===== src/rtl/bulls_cows_game_p_if.sv =====
// bulls_cows_game_p_if: switch/enter inputs and display/status outputs of the game controller
interface bulls_cows_game_p_if #(
    parameter int N_DIGITS  = 4,
    parameter int N_PLAYERS = 2
);
    logic [4*N_DIGITS-1:0] sw;
    logic                  ssl;
    logic [47:0]           disp;
    logic [N_PLAYERS-1:0]  win;
    logic                  draw;
    logic                  err;
    logic [1:0]            cur_player;
    logic [6:0]            round_cnt;
    modport master (output sw, ssl, input disp, win, draw, err, cur_player, round_cnt);
    modport slave  (input sw, ssl, output disp, win, draw, err, cur_player, round_cnt);
endinterface


===== src/rtl/bulls_cows_game_p.sv =====
// bulls_cows_game_p: multi-player Bulls & Cows controller with round limit and draw
module bulls_cows_game_p #(
    parameter int N_DIGITS   = 4,
    parameter int N_PLAYERS  = 2,
    parameter int MAX_ROUNDS = 10
) (
    input  logic clock,
    input  logic reset,
    bulls_cows_game_p_if.slave bus
);
    localparam int W = 4*N_DIGITS;
    localparam logic [5:0] L_DASH = 6'b111111, L_U = 6'b011111, L_S = 6'b011011, L_P = 6'b010101;
    localparam logic [5:0] L_G = 6'b001101, L_C = 6'b011001, L_B = 6'b010111, L_E = 6'b011101, L_D = 6'b011110;
    typedef enum logic [2:0] {SETUP, TURN, RESULT, WIN, DRAW} state_t;
    state_t state, state_n;
    logic [1:0] player, player_n, tgt;
    logic [W-1:0] secret [4];
    logic [W-1:0] secret_n [4];
    logic [W-1:0] tgt_s;
    logic [3:0] bulls, cows, bulls_n, cows_n, bulls_c, cows_c, pn;
    logic [N_PLAYERS-1:0] win, win_n;
    logic draw, draw_n, err, err_n, ssl_q, enter_rise, bad, dup, hit, last;
    logic [6:0] rnd, rnd_n;
    logic [47:0] disp, disp_n;

    function automatic logic [5:0] dg(input logic [3:0] v);
        return {1'b0, v, 1'b0};
    endfunction

    assign enter_rise     = bus.ssl & ~ssl_q;
    assign last           = player == 2'(N_PLAYERS-1);
    assign tgt            = last ? 2'd0 : player + 2'd1;
    assign tgt_s          = secret[tgt];
    assign pn             = {2'b00, player} + 4'd1;
    assign bus.disp       = disp;
    assign bus.win        = win;
    assign bus.draw       = draw;
    assign bus.err        = err;
    assign bus.cur_player = player;
    assign bus.round_cnt  = rnd;

    // entry checks (BCD range, repeated digits) and scoring of sw against the target secret
    always_comb begin
        bad = 1'b0;
        dup = 1'b0;
        hit = 1'b0;
        bulls_c = 4'd0;
        cows_c = 4'd0;
        for (int k = 0; k < N_DIGITS; k++) begin
            bad = bad | (bus.sw[4*k +: 4] > 4'd9);
            hit = 1'b0;
            for (int i = 0; i < N_DIGITS; i++) begin
                if (i > k) dup = dup | (bus.sw[4*k +: 4] == bus.sw[4*i +: 4]);
                if (i != k) hit = hit | (bus.sw[4*k +: 4] == tgt_s[4*i +: 4]);
            end
            bulls_c = bulls_c + 4'(bus.sw[4*k +: 4] == tgt_s[4*k +: 4]);
            cows_c = cows_c + 4'(bus.sw[4*k +: 4] != tgt_s[4*k +: 4] && hit);
        end
    end

    // next state, game bookkeeping and display contents for the current state
    always_comb begin
        state_n = state;
        player_n = player;
        secret_n = secret;
        bulls_n = bulls;
        cows_n = cows;
        win_n = win;
        draw_n = draw;
        err_n = 1'b0;
        rnd_n = rnd;
        if (enter_rise) begin
            case (state)
                SETUP: begin
                    if (bad || dup) err_n = 1'b1;
                    else begin
                        secret_n[player] = bus.sw;
                        state_n = last ? TURN : SETUP;
                        player_n = last ? 2'd0 : player + 2'd1;
                    end
                end
                TURN: begin
                    if (bad) err_n = 1'b1;
                    else begin
                        bulls_n = bulls_c;
                        cows_n = cows_c;
                        if (bulls_c == 4'(N_DIGITS)) begin
                            win_n = N_PLAYERS'(1) << player;
                            state_n = WIN;
                        end else state_n = RESULT;
                    end
                end
                RESULT: begin
                    bulls_n = 4'd0;
                    cows_n = 4'd0;
                    if (last) rnd_n = rnd + 7'd1;
                    if (last && MAX_ROUNDS != 0 && rnd + 7'd1 == 7'(MAX_ROUNDS)) begin
                        draw_n = 1'b1;
                        state_n = DRAW;
                    end else begin
                        state_n = TURN;
                        player_n = tgt;
                    end
                end
                default: begin
                    win_n = '0;
                    draw_n = 1'b0;
                    rnd_n = 7'd0;
                    player_n = 2'd0;
                    state_n = SETUP;
                end
            endcase
        end
        case (state)
            SETUP:   disp_n = {L_DASH, L_DASH, L_DASH, L_P, dg(pn), L_DASH, L_S, L_U};
            TURN:    disp_n = {L_DASH, L_DASH, L_DASH, L_DASH, L_P, dg(pn), L_DASH, L_G};
            RESULT:  disp_n = {dg(4'(rnd % 7'd10)), dg(4'(rnd / 7'd10)), L_DASH, dg(bulls), L_B, L_DASH, dg(cows), L_C};
            WIN:     disp_n = {L_DASH, L_DASH, dg(pn), L_P, L_DASH, L_B, L_DASH, L_E};
            default: disp_n = {L_DASH, L_DASH, L_DASH, L_DASH, L_DASH, L_D, L_DASH, L_D};
        endcase
    end

    // state and datapath registers; reset aborts straight back to setup
    always_ff @(posedge clock or posedge reset) begin
        if (reset) begin
            state <= SETUP;
            player <= 2'd0;
            secret <= '{default: '0};
            bulls <= 4'd0;
            cows <= 4'd0;
            win <= '0;
            draw <= 1'b0;
            err <= 1'b0;
            rnd <= 7'd0;
            disp <= '1;
            ssl_q <= 1'b0;
        end else begin
            state <= state_n;
            player <= player_n;
            secret <= secret_n;
            bulls <= bulls_n;
            cows <= cows_n;
            win <= win_n;
            draw <= draw_n;
            err <= err_n;
            rnd <= rnd_n;
            disp <= disp_n;
            ssl_q <= bus.ssl;
        end
    end
endmodule


===== src/flat_wrapper.sv =====
// flat-port wrapper written by rule: the top's interface ports become plain ports
module bulls_cows_game_p_flat 
#(
    parameter int N_DIGITS   = 4,
    parameter int N_PLAYERS  = 2,
    parameter int MAX_ROUNDS = 10
)
  (clock, reset, bus_sw, bus_ssl, bus_disp, bus_win, bus_draw, bus_err, bus_cur_player, bus_round_cnt);
  bulls_cows_game_p_if #(.N_DIGITS(N_DIGITS), .N_PLAYERS(N_PLAYERS)) bus_i ();
  input  logic clock;
  input  logic reset;
  input wire logic [$bits(bus_i.sw)-1:0] bus_sw;
  input wire logic [$bits(bus_i.ssl)-1:0] bus_ssl;
  output wire logic [$bits(bus_i.disp)-1:0] bus_disp;
  output wire logic [$bits(bus_i.win)-1:0] bus_win;
  output wire logic [$bits(bus_i.draw)-1:0] bus_draw;
  output wire logic [$bits(bus_i.err)-1:0] bus_err;
  output wire logic [$bits(bus_i.cur_player)-1:0] bus_cur_player;
  output wire logic [$bits(bus_i.round_cnt)-1:0] bus_round_cnt;
  assign bus_i.sw = bus_sw;
  assign bus_i.ssl = bus_ssl;
  assign bus_disp = bus_i.disp;
  assign bus_win = bus_i.win;
  assign bus_draw = bus_i.draw;
  assign bus_err = bus_i.err;
  assign bus_cur_player = bus_i.cur_player;
  assign bus_round_cnt = bus_i.round_cnt;
  bulls_cows_game_p #(.N_DIGITS(N_DIGITS), .N_PLAYERS(N_PLAYERS), .MAX_ROUNDS(MAX_ROUNDS)) u_core (.clock(clock), .reset(reset), .bus(bus_i));
endmodule

===== config.mk =====
export PLATFORM = sky130hd
export DESIGN_NAME = bulls_cows_game_p_flat
export DESIGN_NICKNAME = d
export VERILOG_FILES = /design/src/rtl/bulls_cows_game_p_if.sv /design/src/rtl/bulls_cows_game_p.sv /design/src/flat_wrapper.sv
export SDC_FILE = /design/constraint.sdc
export NUM_CORES = 1
export LEC_CHECK = 0
export ABC_CLOCK_PERIOD_IN_PS = 5160
export CORE_AREA = 2 2 87 151
export DETAILED_ROUTE_END_ITERATION = 16
export DIE_AREA = 0 0 89 153
export PLACE_DENSITY = 0.79
export SLEW_MARGIN = 5
export SYNTH_ARGS = -nofsm -noshare
export SYNTH_HDL_FRONTEND = slang
export SYNTH_SLANG_ARGS = --single-unit

===== constraint.sdc =====
create_clock -name clock -period 5.16 [get_ports clock]
set_input_delay 1.032 -clock clock [delete_from_list [all_inputs] [get_ports clock]]
set_output_delay 1.032 -clock clock [all_outputs]
set_load 0.01 [all_outputs]

# Word-level counts from Yosys, hierarchy flattened
# Cells that the tools add are included.
# classes
n_div	2
bitwise_logic	24
n_mux	32
reduce_logical	18
n_shift	1
eq_ne	38
magnitude_cmp	7
addsub	9
# ops
operator	count
$pmux 48 s4	1
$eq 4x4->1	22
$bwmux 64	1
$mux 16	3
$bmux 16 s2	1
$demux 16 s2	1
$add 4x1->4	4
$gt 4x4->1 const B	4
$ne 4x4->1	4
$or 1x1->1	16
$pmux 4 s2	2
$reduce_and 3->1	5
$pmux 7 s2	1
$mux 2	5
$mux 3	3
$pmux 3 s3	1
$mux 4	2
$reduce_and 4->1	2
$add 7x1->7 const B	1
$div 7x4->7 const B	1
$eq 7x4->1 const B	1
$mod 7x4->7 const B	1
$mux 7	1
$eq 3x2->1 const B	2
other kinds (23)	46
# totals
output_inout_bits	61
input_bits	19
word_cells	145
regBits	137

# Longest topological paths before layout
# logic_depth
depth_word	15
depth_mapped	16
depth_no_buf	14

# Worst setup path after synthesis
# No wires, ideal clock.
# synth_path
kind	register -> register
from	register u_core.player[1] (netlist: u_core.bus.cur_player[1])
to	register u_core.win[0] (netlist: u_core.bus.win[0])
t_required_ps	5095
t_arrival_ps	3975
setup_slack_ps	1119
setup_time_ps	65
synth_period_minus_slack_ps	4041
stages_incl_launch_ff	16
path_buffers	2
cell_sequence	dfrtp_1 -> inv_1 -> ha_1 -> buf_4 -> nor2_4 -> buf_4 -> mux4_2 -> xor2_1 -> nor4_1 -> ha_1 -> fa_1 -> ha_1 -> nor2_1 -> nand3_1 -> nor4_1 -> a22o_1
# synth_between
elab_chain_cells	13
word_cells_on_any_way	21
classes_between	add/sub (4); eq/ne (7); shift (1); mux (7); bitwise (1); reduce/logical (1)
# synth_rtl
item	line_no	rtl
from (decl)	bulls_cows_game_p.sv:16	logic [1:0] player, player_n, tgt;
from (signal assigned)	bulls_cows_game_p.sv:139	player <= player_n;
$add 2x1->2 / $eq 2x1->1 (equally long branches)	bulls_cows_game_p.sv:32, bulls_cows_game_p.sv:31	
$mux 2	bulls_cows_game_p.sv:32	assign tgt = last ? 2'd0 : player + 2'd1;
$not 2->3 (implied by the code)	bulls_cows_game_p.sv:33	assign tgt_s = secret[tgt];
$bmux 16 s2	bulls_cows_game_p.sv:33	
$mux 16 (implied by the code) (2 in series)	bulls_cows_game_p.sv:33	
$eq 4x4->1	bulls_cows_game_p.sv:56	bulls_c = bulls_c + 4'(bus.sw[4*k +: 4] == tgt_s[4*k +: 4]);
$add 1x1->2	bulls_cows_game_p.sv:56	
$add 4x1->4 (2 in series)	bulls_cows_game_p.sv:56	
$eq 4x3->1	bulls_cows_game_p.sv:87	if (bulls_c == 4'(N_DIGITS)) begin
$ne 2x1->1 (no line)	--	
$reduce_and 4->1 (no line)	--	
to (signal assigned)	bulls_cows_game_p.sv:143	win <= win_n;
to (decl)	bulls_cows_game_p.sv:21	logic [N_PLAYERS-1:0] win, win_n;
# Several ways; a longest one is shown, not always the timed one. The select of a mux whose other input is x is not followed.
# A chain may end at the register's enable or synchronous reset.

# Worst setup path in the final report
# layout_path
from	register u_core.player[0] (netlist: u_core.bus.cur_player[0])
to	register u_core.win[0] (netlist: u_core.bus.win[0])
# The elaborated chain is that of the path after synthesis.

==> results_dict.tcl <==
set metrics [dict create \
    power.share.clock_pct 30.2 \
    synthFlopType "dfrtp_1" \
    slew_viol_final 0 \
    crit_path_max_incr_delay_ns 0.64 \
    power_frac_comb_pct 35.3 \
    slowest_stage "mux4_2" \
    ff_latch_area_sq_um 3100 \
    p_int_mw 2.61 \
    critical_path_class "flop to flop" \
    avgSynthCellArea_sq_um 11.5 \
    gp_congestion 0.920 \
    yosys.area.top_type "dfrtp_1" \
    wl_microns 17000 \
    root_buffer "clkbuf_16" \
    drc_errors 0 \
    hold_ws_ns 0.473 \
    switchingPower_mw 1.23 \
    synth_fp_nets 636 \
    fp.dieW_microns 89 \
    core-area_sq_um 12400 \
    yosysMostFrequentCell "dfrtp_1" \
    total_power_mw 3.84 \
    hold_depth 1 \
    synth_cell_types 58 \
    placed_area_sq_um 7670 \
    wl_per_cell_microns 20.2 \
    end_kind "flop" \
    powerDensity_nw_per_um2 465 \
    final_core_util_pct 66.4 \
    ctsResizeCount 0 \
    grt_pass1_wl_microns 27000 \
    postCtsHoldBufs 0 \
    n_antenna_cell 0 \
    hp-class "flop to flop" \
    numPortBuffers 78 \
    die-area_sq_um 13600 \
    dp_hpwl_microns 12200 \
    power_frac_seq_pct 34.5 \
    syn_to_final_growth_pct 19.3 \
    finalSetupTns_ns 0 \
    syn_inst 602 \
    cts_tree "yes" \
    async_flop_share_pct 100 \
    cp-start-kind "flop" \
    antenna_found_initial 0 \
    crit_path_max_fanout 10 \
    dieHeight_microns 153 \
    cap_violations 0 \
    grt_overflow 0 \
    finalHoldViolations 0 \
    rsz0062_at_grt "false" \
    synth_top_cell_area_share_pct 31.5 \
    dr_total_vias 4947 \
    yosys-top-cells-area "dfrtp_1 (31%), dfstp_2 (13%), mux2_2 (11%)" \
    globalRouteTotalUtil_pct 26.3 \
    synth_area_sq_um 6920 \
    num_rows 54 \
    nFillCells 949 \
    worst_pin_slew_ns 0.814 \
    grt_max_degree 70 \
    yosys_warnings 0 \
    crit_required_ns 5.51 \
    synth_common_cells "dfrtp_1 (87), xnor2_1 (76), mux2_2 (65)" \
    crit_path_start "u_core.bus.cur_player[0]" \
    reg2reg_from "u_core.bus.cur_player[0]" \
    slew_headroom_pct 45.8 \
    outcome "finished clean" \
    clk_latency_ns 0.42 \
    drive_gt1_share_pct 26.2 \
    synth_edf_count 0 \
    r2r_cells 12 \
    clock_skew_ns 0.00818 \
    clk_path_buf_depth 2 \
    fin_crit_ns 4.49 \
    cts_buffers 17 \
    min_from "u_core.cows[0]" \
    clk_pin_slew_worst_paths_ns 0.06 \
    avgViaCountPerCell 5.87 \
    crit_top_cell "ha_1" \
    power_leakage_nw 3.48 \
    fin_area_sq_um 8260 \
    cts_setup_buffers 0 \
    peakVddDrop_uv 314 \
    drtIter0Drc 223 \
    period_share_pct 87.1 \
    final_net_count 696 \
    initial_utilization_pct 55.6 \
    netSwitchingFraction_pct 32.0 \
    crit_arrival_ns 4.84 \
    cts.sinks 122 \
    setup_viol 0 \
    io_pins 80 \
    grt_pass1_vias 5223 \
    max_freq_ghz 0.223 \
    dr.pass1.iters 4 \
    path_cells "ha_1, nor2_4, mux4_2, xor2_1, nor4_1, ha_1, fa_1, ha_1, nor2_1, nand3_1, nor4_1, a22o_1" \
    htree_levels 4 \
    ys_ff_latch 122 \
    ys_seq_area_share_pct 44.8 \
    ant_nets 0 \
    multi_input_area_sq_um 3390 \
]
[sequential cells by signal (all words and copies together), names as in the netlist]
register and flops:
u_core.state 3, u_core.bus.draw 1, u_core.bus.win 2, u_core.bus.disp 35
u_core.bulls 3, u_core.cows 3, u_core.ssl_q 1, u_core.bus.cur_player 2
u_core.bus.round_cnt 7, u_core.bus.err 1, u_core.secret 64
[layout make-up]
class | instances | share of cell area (%)
multi-input cells | 410 | 41.0
flip-flops and latches | 122 | 37.5
repair buffers | 95 | 11.0
clock buffers | 20 | 5.80
well taps | 168 | 2.55
clock inverters | 12 | 1.33
inverters | 16 | 0.758
[cell families after synthesis]
kind of cell	count (synthesis)	synth area share, %
buffers and inverters	70	6.26
AND/OR/NAND/NOR	139	10.8
XOR/XNOR	94	11.9
other	2	0.109
flip-flops	122	44.8
AO/OA/AOI/OAI	78	7.27
adder cells (fa/ha/maj)	15	2.93
multiplexers	82	15.9
[per-layer routing]
layer  wire length, microns  GRT usage [%]  vias up
met4                   1160           17.8        0
li1                       -              -     2203
met5                      0              0        -
met2                   9380           46.9      166
met1                   5870           26.5     2515
met3                    598           4.64       63
[worst max-delay path, delay by kind of cell, from the launching register on]
kind	cells	cell delay [ns]
AOI/OAI and AO/OA	1	0.21
xor gates and xnor gates	1	0.17
adders and majority gates	4	1.45
DFF	1	0.51
muxes	1	0.64
and+or+nand+nor	5	1.41
[stage by stage]
stage	worst slack [ns]	instances
after CTS	0.610	843
after floorplan	0.943	602
after global routing	0.323	843
final	0.666	843
after detailed placement	0.650	811
after global placement	0.754	811
[power groups by stage]
stage               registers (mW)  clock network (mW)  logic (mW)
global route                  1.35                1.22        1.47
floorplan                     1.30                   0        1.04
CTS                           1.32                1.18        1.36
global placement              1.32                   0        1.31
detailed placement            1.34                   0        1.35
finish                        1.33                1.16        1.36
[placed cells by master (no fill, tap or decap), drive strengths merged, types with 3 or more instances in the layout]
cell type	count
dfrtp	87
clkdlybuf4s50	78
xnor2	76
mux2	65
nand2	54
dfstp	35
o21ai	33
inv	21
nand4	20
clkbuf	20
xor2	18
buf	17
mux4	16
nor2	15
ha	13
a21oi	9
nand3	8
nor4	8
nor2b	7
a31oi	6
or3	6
clkinv	6
a21o	5
and3	4
o22ai	4
nand2b	4
a211oi	4
nor3b	3
a22o	3
[worst paths after layout]
| check | to | slack (ns) |
|---|---|---|
| worst max-delay path | u_core.bus.win[0] | 0.67 |
| worst min-delay path | u_core.bus.disp[7] | 0.47 |
| worst max register to register | u_core.bus.win[0] | 0.67 |
| worst min register to register | u_core.bus.disp[7] | 0.47 |
| max in group asynchronous | u_core.bus.disp[42] | 3.12 |
| min in group asynchronous | u_core.bus.draw | 1.14 |
(Power assumes the default switching activity.)
